$ cat config.mk
export PLATFORM = sky130hd
export DESIGN_NAME = div_seq
export DESIGN_NICKNAME = d
export VERILOG_FILES = /design/src/rtl/div_seq.sv
export SDC_FILE = /design/constraint.sdc
export NUM_CORES = 1
export LEC_CHECK = 0
export CAP_MARGIN = 20
export CORE_ASPECT_RATIO = 0.7
export CORE_MARGIN = 2
export CORE_UTILIZATION = 45
export CTS_CLUSTER_SIZE = 30
export DETAILED_ROUTE_END_ITERATION = 8
export GPL_TIMING_DRIVEN = 1
export PLACE_DENSITY_LB_ADDON = 0.3
export SYNTH_ARGS = -nofsm -noshare
export SYNTH_HDL_FRONTEND = slang
export SYNTH_SLANG_ARGS = --single-unit
$ cat constraint.sdc
create_clock -name clk -period 6.3 [get_ports clk]
set_clock_uncertainty 0.15 [all_clocks]
set_input_delay 1.89 -clock clk [delete_from_list [all_inputs] [get_ports clk]]
set_output_delay 1.89 -clock clk [all_outputs]
set_load 0.005 [all_outputs]
$ cat src/rtl/div_seq.sv
// div_seq: multi-cycle non-restoring integer divider, one quotient bit per clock.
// Handles signed and unsigned operands, flags divide-by-zero, and holds its results
// stable until the next operation completes.
module div_seq #(
  parameter int unsigned WIDTH = 32,
  parameter int unsigned CNT_W = $clog2(WIDTH) + 1
) (
  input  logic             clk,
  input  logic             clr,
  input  logic             start,
  input  logic             signed_op,
  input  logic [WIDTH-1:0] dividend,
  input  logic [WIDTH-1:0] divisor,
  output logic             busy,
  output logic             done,
  output logic             div_by_zero,
  output logic [WIDTH-1:0] quotient,
  output logic [WIDTH-1:0] remainder
);

  typedef enum logic [1:0] {
    StIdle,
    StIter,
    StFix
  } state_e;

  state_e           state_q;
  logic [WIDTH:0]   rem_q;      // signed partial remainder
  logic [WIDTH-1:0] quo_q;      // dividend bits shift out of the top, quotient bits in at the bottom
  logic [WIDTH:0]   dvs_q;      // |divisor|
  logic [CNT_W-1:0] cnt_q;
  logic             neg_quo_q;
  logic             neg_rem_q;
  logic             zero_q;

  logic             dvd_neg;
  logic             dvs_neg;
  logic [WIDTH-1:0] dvd_mag;
  logic [WIDTH:0]   dvs_mag;

  // Operand signs and magnitudes presented at capture time.
  always_comb begin
    dvd_neg = signed_op & dividend[WIDTH-1];
    dvs_neg = signed_op & divisor[WIDTH-1];
    // |MIN| = 2^(WIDTH-1) is still exact as an unsigned WIDTH-bit value.
    dvd_mag = dvd_neg ? -dividend : dividend;
    dvs_mag = dvs_neg ? -{1'b1, divisor} : {1'b0, divisor};
  end

  logic [WIDTH:0]   rem_shift;
  logic [WIDTH:0]   rem_step;
  logic [WIDTH-1:0] rem_pos;
  logic [WIDTH-1:0] quo_fix;
  logic [WIDTH-1:0] rem_fix;

  // One non-restoring step, plus the final restore and sign application.
  always_comb begin
    rem_shift = {rem_q[WIDTH-1:0], quo_q[WIDTH-1]};
    // Wrap-around in WIDTH+1 bits is harmless: the true step result always fits.
    rem_step  = rem_q[WIDTH] ? rem_shift + dvs_q : rem_shift - dvs_q;
    rem_pos   = rem_q[WIDTH] ? rem_q[WIDTH-1:0] + dvs_q[WIDTH-1:0] : rem_q[WIDTH-1:0];
    quo_fix   = neg_quo_q ? -quo_q : quo_q;
    rem_fix   = neg_rem_q ? -rem_pos : rem_pos;
  end

  // Control FSM with all datapath state and registered outputs.
  always_ff @(posedge clk or negedge clr) begin
    if (!clr) begin
      state_q     <= StIdle;
      rem_q       <= '0;
      quo_q       <= '0;
      dvs_q       <= '0;
      cnt_q       <= '0;
      neg_quo_q   <= 1'b0;
      neg_rem_q   <= 1'b0;
      zero_q      <= 1'b0;
      busy        <= 1'b0;
      done        <= 1'b0;
      div_by_zero <= 1'b0;
      quotient    <= '0;
      remainder   <= '0;
    end else begin
      unique case (state_q)
        StIdle: begin
          done <= 1'b0;
          if (start) begin
            busy      <= 1'b1;
            rem_q     <= '0;
            dvs_q     <= dvs_mag;
            cnt_q     <= CNT_W'(WIDTH);
            neg_quo_q <= dvd_neg ^ dvs_neg;
            neg_rem_q <= dvd_neg;
            if (divisor == '0) begin
              // Keep the raw dividend: it is reported unmodified as the remainder.
              zero_q  <= 1'b1;
              quo_q   <= dividend;
              state_q <= StFix;
            end else begin
              zero_q  <= 1'b0;
              quo_q   <= dvd_mag;
              state_q <= StIter;
            end
          end
        end
        StIter: begin
          rem_q <= rem_step;
          quo_q <= {quo_q[WIDTH-2:0], ~rem_step[WIDTH]};
          cnt_q <= cnt_q - CNT_W'(1);
          if (cnt_q == CNT_W'(1)) begin
            state_q <= StFix;
          end
        end
        StFix: begin
          if (zero_q) begin
            quotient    <= '1;
            remainder   <= quo_q;
            div_by_zero <= 1'b1;
          end else begin
            quotient    <= quo_fix;
            remainder   <= rem_fix;
            div_by_zero <= 1'b0;
          end
          done    <= 1'b1;
          busy    <= 1'b0;
          state_q <= StIdle;
        end
        default: begin
          state_q <= StIdle;
        end
      endcase
    end
  end

endmodule

Word level (Yosys, flattened, before mapping):

Index checks and enable logic that the tools add are counted.

* $add $sub $neg: 8
* equal/unequal tests: 5
* multiplexer cells: 24
* bitwise operators: 4
* reduce and logical (&&, ||, !) cells: 8

Operator list (count)
* two-way mux 32 bit: 8
* two-way mux 33 bit: 3
* negator 32 bit: 3
* one-hot mux 33 bit (2 select lines): 1
* one-hot mux 32 bit (2 select lines): 1
* adder 33 bit: 1
* negator 33 bit: 1
* subtractor 33 bit: 1
* adder 32 bit: 1
* zero test 32 bit: 1
* one-hot mux 6 bit (2 select lines): 1
* AND reduction 2 bit: 4
* equality test 6 x 1 -> 1 bit, second input constant: 1
* two-way mux 2 bit: 3
* two-way mux 6 bit: 1
* subtractor 6 x 1 -> 6 bit, second input constant: 1
* != test 2 bit, second input constant: 2
* one-hot mux 1 bit (2 select lines): 2
* one-hot mux 2 bit (2 select lines): 1
* nonzero test 2 bit: 2
* two-way mux 1 bit: 3
* AND 1 bit: 2
* equality test 2 x 1 -> 1 bit, second input constant: 1
* equality test 2 bit, second input constant: 1
* 3 further kinds: 3

* bits in registers: 176
* bits of input ports: 68
* output and inout bits: 67
* logic and storage cells: 62

Longest topological paths before layout:

Gate-level depths: netlist of run 1.

* depth after elaboration: 5
* mapped depth: 21

Worst setup path after synthesis of run 1:

No wires, ideal clock.

* path kind: reg2reg
* start point: reg rem_q[32]
* end point: reg rem_q[32]
* library setup time: 0.121 ns
* arrival: 4.640 ns
* data required time: 6.029 ns
* setup slack: 1.389 ns
* stages on the path, launching flop included: 21
* path buffers: 6
* cell sequence: dfrtp_1 -> clkbuf_1 -> clkbuf_1 -> clkbuf_1 -> clkbuf_1 -> buf_1 -> clkbuf_1 -> mux2_2 -> inv_1 -> fa_1 -> nor2b_1 -> o21a_1 -> o21ai_0 -> a21oi_1 -> a211o_1 -> a21oi_1 -> o211ai_1 -> nand2_1 -> o21ai_0 -> xnor2_1 -> a22o_1

* word-level cells in the longest chain between the ends: 2

Ends and longest elaborated chain
* start: declaration: line 28 `logic [WIDTH:0] rem_q;`
* start signal: assignment: line 106 `rem_q <= rem_step;`
* two-way mux 33 bit: line 60 `rem_step = rem_q[WIDTH] ? rem_shift + dvs_q : rem_shift - dvs_q;`
* one-hot mux 33 bit (2 select lines): line 83 `unique case (state_q)`

Every way passes these cells.
A chain may end at the register's enable or synchronous reset.

Worst setup path after layout of run 1:

* start point: reg rem_q[0]
* end point: reg remainder[26]

* word-level cells in the longest chain between the ends: 5

Ends and longest elaborated chain
* adder 32 bit: line 61 `rem_pos = rem_q[WIDTH] ? rem_q[WIDTH-1:0] + dvs_q[WIDTH-1:0] : rem_q[WIDTH-1:0];`
* two-way mux 32 bit *: line 61
* negator 32 bit: line 63 `rem_fix = neg_rem_q ? -rem_pos : rem_pos;`
* two-way mux 32 bit *: line 63
* two-way mux 32 bit *: line 114 `if (zero_q) begin`
* end signal: assignment: line 116 `remainder <= quo_q;`
* end signal: assignment: line 120 `remainder <= rem_fix;`
* end: declaration: line 18 `output logic [WIDTH-1:0] remainder`

Mark *: on every way between the ends. The rest lies on a longest branch, timed or not.

==> results of run 1 <==
-- state kept, by name (all words and copies together) (netlist names) --
signal and cells:
neg_quo_q 1, div_by_zero 1, rem_q 33, cnt_q 6
neg_rem_q 1, dvs_q 33, remainder 32, zero_q 1
done 1, state_q 2, quotient 32, quo_q 32
busy 1
-- routing by layer --
metal	vias up	track usage (%)	wire [um]
li1	6449	-	-
met4	0	6.40	692
met3	57	4.64	2730
met5	-	0	0
met1	6472	38.5	20500
met2	444	39.4	18100
-- cells in the mapped netlist (22+ instances only) --
cell type	instances	area, um2
o21ai_0	196	981
nor3_1	25	125
inv_1	38	143
nor2_1	137	514
nand3_1	33	165
ha_1	70	876
a22oi_1	32	240
a21o_1	29	218
clkbuf_1	73	274
nand2_1	221	830
a21oi_1	129	646
o31ai_1	34	255
or3_1	22	138
dfrtp_1	176	4400
xnor2_1	82	718
xor2_1	100	876
-- layout make-up --
cell class                      instances  area (um2)  share of cell area, %
Clock buffer                           17         425                   2.60
Clock inverter                         15         221                   1.35
Inverter                               39         146                  0.895
Multi-Input combinational cell       1432        9140                   55.9
Sequential cell                       176        4410                   26.9
Tap cell                              420         526                   3.21
Timing Repair Buffer                  152        1500                   9.15
-- kinds of logic (layout without fill, tap and decap cells) --
family,after synthesis,in the layout,synth area share (%)
adder cells (fa/ha/maj),72,72,6.50
AO/OA/AOI/OAI,565,565,25.0
buffers and inverters,130,223,4.07
XOR/XNOR,183,183,11.5
AND/OR/NAND/NOR,588,588,20.0
flip-flops,176,176,31.3
multiplexers,24,24,1.74
-- power by group through the flow --
stage	Sequential [mW]	Combinational [mW]	Clock, mW
floorplan	2.13	5.13	0
global placement	2.40	6.63	0
CTS	2.39	6.80	1.23
detailed placement	2.41	6.75	0
finish	2.40	6.88	1.21
global route	2.47	7.71	1.27
-- stage by stage --
stage	setup slack (ps)	cells	total power, mW
after floorplan	1390	1738	7.26
after global placement	1050	2218	9.03
after detailed placement	1040	2218	9.16
after CTS	1070	2250	10.4
after global routing	598	2251	11.5
final	988	2251	10.5
-- worst max path at each step --
stage,start,end
finish,rem_q[0],remainder[26]
global route,rem_q[0],remainder[30]
CTS,rem_q[0],remainder[26]
detailed placement,divisor[2],dvs_q[29]
global placement,divisor[2],dvs_q[29]
floorplan,rem_q[32],rem_q[32]
-- worst min-delay path, cell delays in order, from the launching register on --
cell,delay [ps]
dfrtp_1,350
nand2_1,40
o21ai_0,60
==> qor.csv, run 1 <==
stage,metric,value,unit
clock_tree,cts_inserted_buffers,17,
floorplanning,boundaryPins,135,
yosys,synth_nets,1878,
global_routing,grt_pass1_wl,69400,um
detailed_routing,wl_per_cell,18.7,um
critical_path,cp_top_family,compound AO/OA/AOI/OAI gates,
sta,period_minus_slack,5310,ps
sta,fmax,188,MHz
cells_and_area,antennaDiodeCount,0,
detailed_routing,drc,0,
critical_path,crit_chain,ha_1 -> fa_1 -> a211oi_1 -> o21ai_0 -> a2111oi_0 -> o31ai_1 -> a21oi_1 -> o211ai_1 -> nor4_1 -> nand4_1 -> o31ai_1 -> xor2_1 -> o21ai_0,
cells_and_area,final_area,16400,um2
place,gp_congestion,0.904,
sta,setup_viol,0,
power,p_int,5.32,mW
cells_and_area,final_common_cell,nand2_1,
yosys,synthFlopType,dfrtp_1,
clock_tree,cts_tree,yes,
power,p_per_area,641,nW/um2
worst_hold_path,hold_path.class,reg -> reg,
sta,hold_viol_final,0,
detailed_routing,drtPass1Iterations,5,
critical_path,cp.buffers_inverters,0,
critical_path,cp.arrival,5500,ps
yosys,ys_async_sr_fraction,100,%
clock_tree,cts_hold_buf,0,
status,status,"finished, final reports clean",
yosys,synth-seq-cells,176,
floorplanning,start_util,45.4,%
global_routing,antenna_found_initial,0,
global_routing,grt_max_degree,95,
cells_and_area,mostFrequentLayoutCells,"221 x nand2_1, 196 x o21ai_0, 174 x dfrtp_1",
yosys,syn_area,14100,um2
yosys,synth_edf_count,0,
cells_and_area,nFillCells,2965,
yosys,syn_inst,1738,
global_routing,gr-total-overflow,0,
yosys,syn_area_per_cell,8.10,um2
cells_and_area,final_util,52.8,%
power,clockPowerShare,11.5,%
yosys,yosys_warnings,0,
detailed_routing,wl,42000,um
critical_path,crit_path_start_kind,flip-flop,
detailed_routing,vias,13400,
detailed_routing,antenna_left,0,
global_routing,grt_pass1_vias,13000,
detailed_routing,vias_per_cell,5.96,
clock_tree,cts_root_buffer,clkbuf_16,
place,dp_hpwl,31400,um
cells_and_area,drive_gt1_share,4.81,%
floorplanning,die_w,215,um
yosys,ys_types,80,
floorplanning,row_count,54,
critical_path,worstRegToRegCells,13,
critical_path,reg2reg_slack,990,ps
critical_path,reg2reg_from,rem_q[0],
critical_path,required,6480,ps
clock_tree,cts_num_sinks,176,
critical_path,slowest_stage,nor4_1,
power,p_leak,6.74,nW
worst_hold_path,hold_depth,2,
clock_tree,htreeDepth,4,
power,combPwrFrac,65.6,%
critical_path,critical_path_class,reg -> reg,
place,port_buffers,134,
place,dpl_cell_area,15700,um2
global_routing,grt_usage,26.1,%
sta,rsz0062_at_grt,false,
cells_and_area,area_growth,16.2,%
critical_path,cp_max_fo,6,
power,swShare,49.2,%
worst_hold_path,min_from,remainder[4],
clock_tree,cts.repair.resized,0,
clock_tree,insertion_delay,460,ps
critical_path,critPathMaxStageDelay,820,ps
sta,tightest_slew,1230,ps
clock_tree,post_cts_buffers,0,
floorplanning,die_h,152,um
detailed_routing,drtIter0Drc,1111,
sta,setup-tns-final,0,ps
floorplanning,core_area,31000,um2
cells_and_area,layout.nets,1958,
power,ir_drop,268,uV
critical_path,worstSetupEndpointType,flip-flop,
yosys,synth-seq-area-share,31.3,%
sta,relSlewSlack,17.8,%
clock_tree,clk_pin_slew,80,ps
critical_path,cp.depth,13,
sta,hold-worst-slack,331,ps
floorplanning,die-area,32800,um2
worst_hold_path,whs_endpoint,remainder[4],
sta,finalCritPeriodShare,84.3,%
clock_tree,cts_max_path_buffers,2,
power,seq_power_share,22.9,%
job,drv_cap,0,
power,power.switching,5.16,mW
critical_path,rr_endpoint,remainder[26],
sta,drv_slew,0,
Power figures use the tool's default switching activity.
==> inputs of run 2 (changes only) <==
==> constraint.sdc (replaced) <==
create_clock -name clk -period 4.9 [get_ports clk]
set_clock_uncertainty 0.15 [all_clocks]
set_input_delay 1.47 -clock clk [delete_from_list [all_inputs] [get_ports clk]]
set_output_delay 1.47 -clock clk [all_outputs]
set_load 0.005 [all_outputs]
==> qor.csv, run 2 (synthesized netlist as in run 1, its figures left out) <==
stage,metric,value,unit,change
detailed_routing,drtPass1Iterations,5,,unchanged
critical_path,critPathLaunch,rem_q[8],,
sta,period_minus_slack,4650,ps,-665 ps
global_routing,grt_usage,26.3,%,+0.23 points
place,place_ws,48.1,ps,-992 ps
clock_tree,cts_inserted_buffers,17,,unchanged
sta,finalCritPeriodShare,94.8,%,+11 points
cells_and_area,layout.nets,1993,,+1.8%
power,swShare,48.9,%,-0.32 points
cells_and_area,mostFrequentLayoutCells,"221 x nand2_1, 195 x o21ai_0, 174 x dfrtp_1",,
clock_tree,post_cts_buffers,0,,unchanged
global_routing,grt_max_degree,92,,-3.2%
critical_path,critPathMaxStageDelay,530,ps,-290 ps
sta,drv_slew,0,,unchanged
clock_tree,cts_hold_buf,0,,unchanged
clock_tree,htreeDepth,4,,unchanged
critical_path,critical_path_class,reg -> reg,,
detailed_routing,wl_per_cell,18.5,um,-1.0%
power,p_int,6.99,mW,+31%
detailed_routing,vias_per_cell,5.92,,-0.72%
global_routing,antenna_found_initial,0,,unchanged
critical_path,cp.buffers_inverters,1,,+1
cells_and_area,area_growth,18.1,%,
place,dp_hpwl,31600,um,+0.69%
sta,setup_viol,0,,unchanged
cells_and_area,reg_top3,"dvs_q (33), rem_q (33)",,
critical_path,required,5070,ps,-1410 ps
critical_path,reg2reg_from,rem_q[8],,
cells_and_area,drive_gt1_share,6.86,%,+2.1 points
sta,fmax,215,MHz,+14%
detailed_routing,drtIter0Drc,1151,,+3.6%
job,drv_cap,0,,unchanged
critical_path,crit_path_start_kind,flip-flop,,
cells_and_area,final_common_cell,nand2_1,,
sta,hold_viol_final,0,,unchanged
detailed_routing,wl,42200,um,+0.51%
sta,setup-tns-final,0,ps,unchanged
critical_path,slowest_stage,a211oi_1,,
critical_path,path_common_cell,a211oi_1,,
floorplanning,boundaryPins,135,,unchanged
global_routing,grt_pass1_vias,13100,,+0.64%
floorplanning,die_h,152,um,unchanged
detailed_routing,drc,0,,unchanged
clock_tree,cts_max_path_buffers,2,,unchanged
floorplanning,die-area,32800,um2,unchanged
clock_tree,cts_root_buffer,clkbuf_16,,
critical_path,cp_max_fo,8,,+2
power,power.switching,6.70,mW,+30%
clock_tree,cts_tree,yes,,
worst_hold_path,min_from,remainder[6],,
global_routing,gr-total-overflow,0,,unchanged
detailed_routing,vias,13500,,+0.83%
sta,relSlewSlack,31.6,%,+14 points
sta,tightest_slew,1030,ps,-204 ps
power,seq_power_share,22.7,%,-0.2 points
sta,hold-worst-slack,336,ps,+4.59 ps
power,ir_drop,438,uV,+63%
floorplanning,die_w,215,um,unchanged
clock_tree,clk_pin_slew,80,ps,about the same
detailed_routing,antenna_left,0,,unchanged
status,status,"finished, final reports clean",,
critical_path,worstSetupEndpointType,flip-flop,,
power,p_leak,6.90,nW,+2.4%
power,combPwrFrac,66.3,%,+0.7 points
critical_path,cp.arrival,4820,ps,-680 ps
worst_hold_path,hold_path.class,reg -> reg,,
global_routing,grt_pass1_wl,70100,um,+0.99%
sta,rsz0062_at_grt,false,,
power,p_per_area,823,nW/um2,+28%
critical_path,crit_chain,ha_1 -> a21o_1 -> o21bai_1 -> a211oi_1 -> a2111oi_0 -> a211oi_1 -> o211ai_1 -> nor4_2 -> buf_4 -> nand4_1 -> o31ai_1 -> xor2_1 -> o21ai_0,,
cells_and_area,antennaDiodeCount,0,,unchanged
clock_tree,cts.repair.resized,1,,+1
place,port_buffers,134,,unchanged
clock_tree,cts_num_sinks,176,,unchanged
place,gp_congestion,0.925,,+2.3%
floorplanning,core_area,31000,um2,unchanged
power,clockPowerShare,11.0,%,-0.5 points
sta,layout_setup_ws,253,ps,-735 ps
critical_path,cp_top_family,compound AO/OA/AOI/OAI gates,,
clock_tree,insertion_delay,460,ps,about the same
power,finalPower,13.7,mW,+31%
cells_and_area,nFillCells,2860,,-3.5%
floorplanning,start_util,45.4,%,unchanged
floorplanning,row_count,54,,unchanged
-- run 2: cell count changes in the layout (fill, tap and decap cells not counted), moves of 2 or more --
cell,before,now
buf_4,16,51
clkinvlp_4,1,3
inv_8,1,3
inv_6,6,4
-- run 2: power by group through the flow --
| stage | registers (mW) | logic, mW | clock network (mW) |
|---|---|---|---|
| finish | 3.11 | 9.08 | 1.50 |
| CTS | 3.09 | 8.96 | 1.52 |
| global route | 3.20 | 10.2 | 1.57 |
| global placement | 3.10 | 8.71 | 0 |
| floorplan | 2.73 | 6.60 | 0 |
| detailed placement | 3.11 | 8.90 | 0 |
-- run 2: metrics by stage --
stage               cell area, um2  utilization [%]  cells
floorplan                    14100                -   1738
global placement             16000             51.5   2253
detailed placement           16000             51.5   2253
CTS                          16600             53.5   2285
global route                 16600             53.6   2286
finish                       16600             53.6   2286
-- run 2: final timing paths --
path / end / slack [ps] / cells after the start
max: remainder[26] / 250 / 13
min: remainder[6] / 340 / 2
max reg2reg: remainder[26] / 250 / 13
min reg2reg: remainder[6] / 340 / 2
max in group asynchronous: dvs_q[20] / 3090 / 2
min in group asynchronous: dvs_q[27] / 720 / 1
-- run 2: cell type report --
class	instances	area, um2	share of cell area [%]
Inverter	39	146	0.880
Sequential cell	176	4410	26.5
Clock inverter	15	195	1.17
Clock buffer	17	425	2.56
Timing Repair Buffer	187	1760	10.6
Tap cell	420	526	3.16
Multi-Input combinational cell	1432	9170	55.1
-- run 2: layer usage --
layer  vias to the layer above  track usage, %  wire [um]
met5                         -               0          0
met4                         0            7.00        878
met3                        56            5.07       3040
met2                       507            39.1      18100
met1                      6461            38.9      20200
li1                       6509               -          -
-- run 2: tightest hold or removal path, delay by kind of cell (launching register included) --
kind,cells,cell delay (ps)
simple gates,1,50
flops,1,350
compound gates,1,60
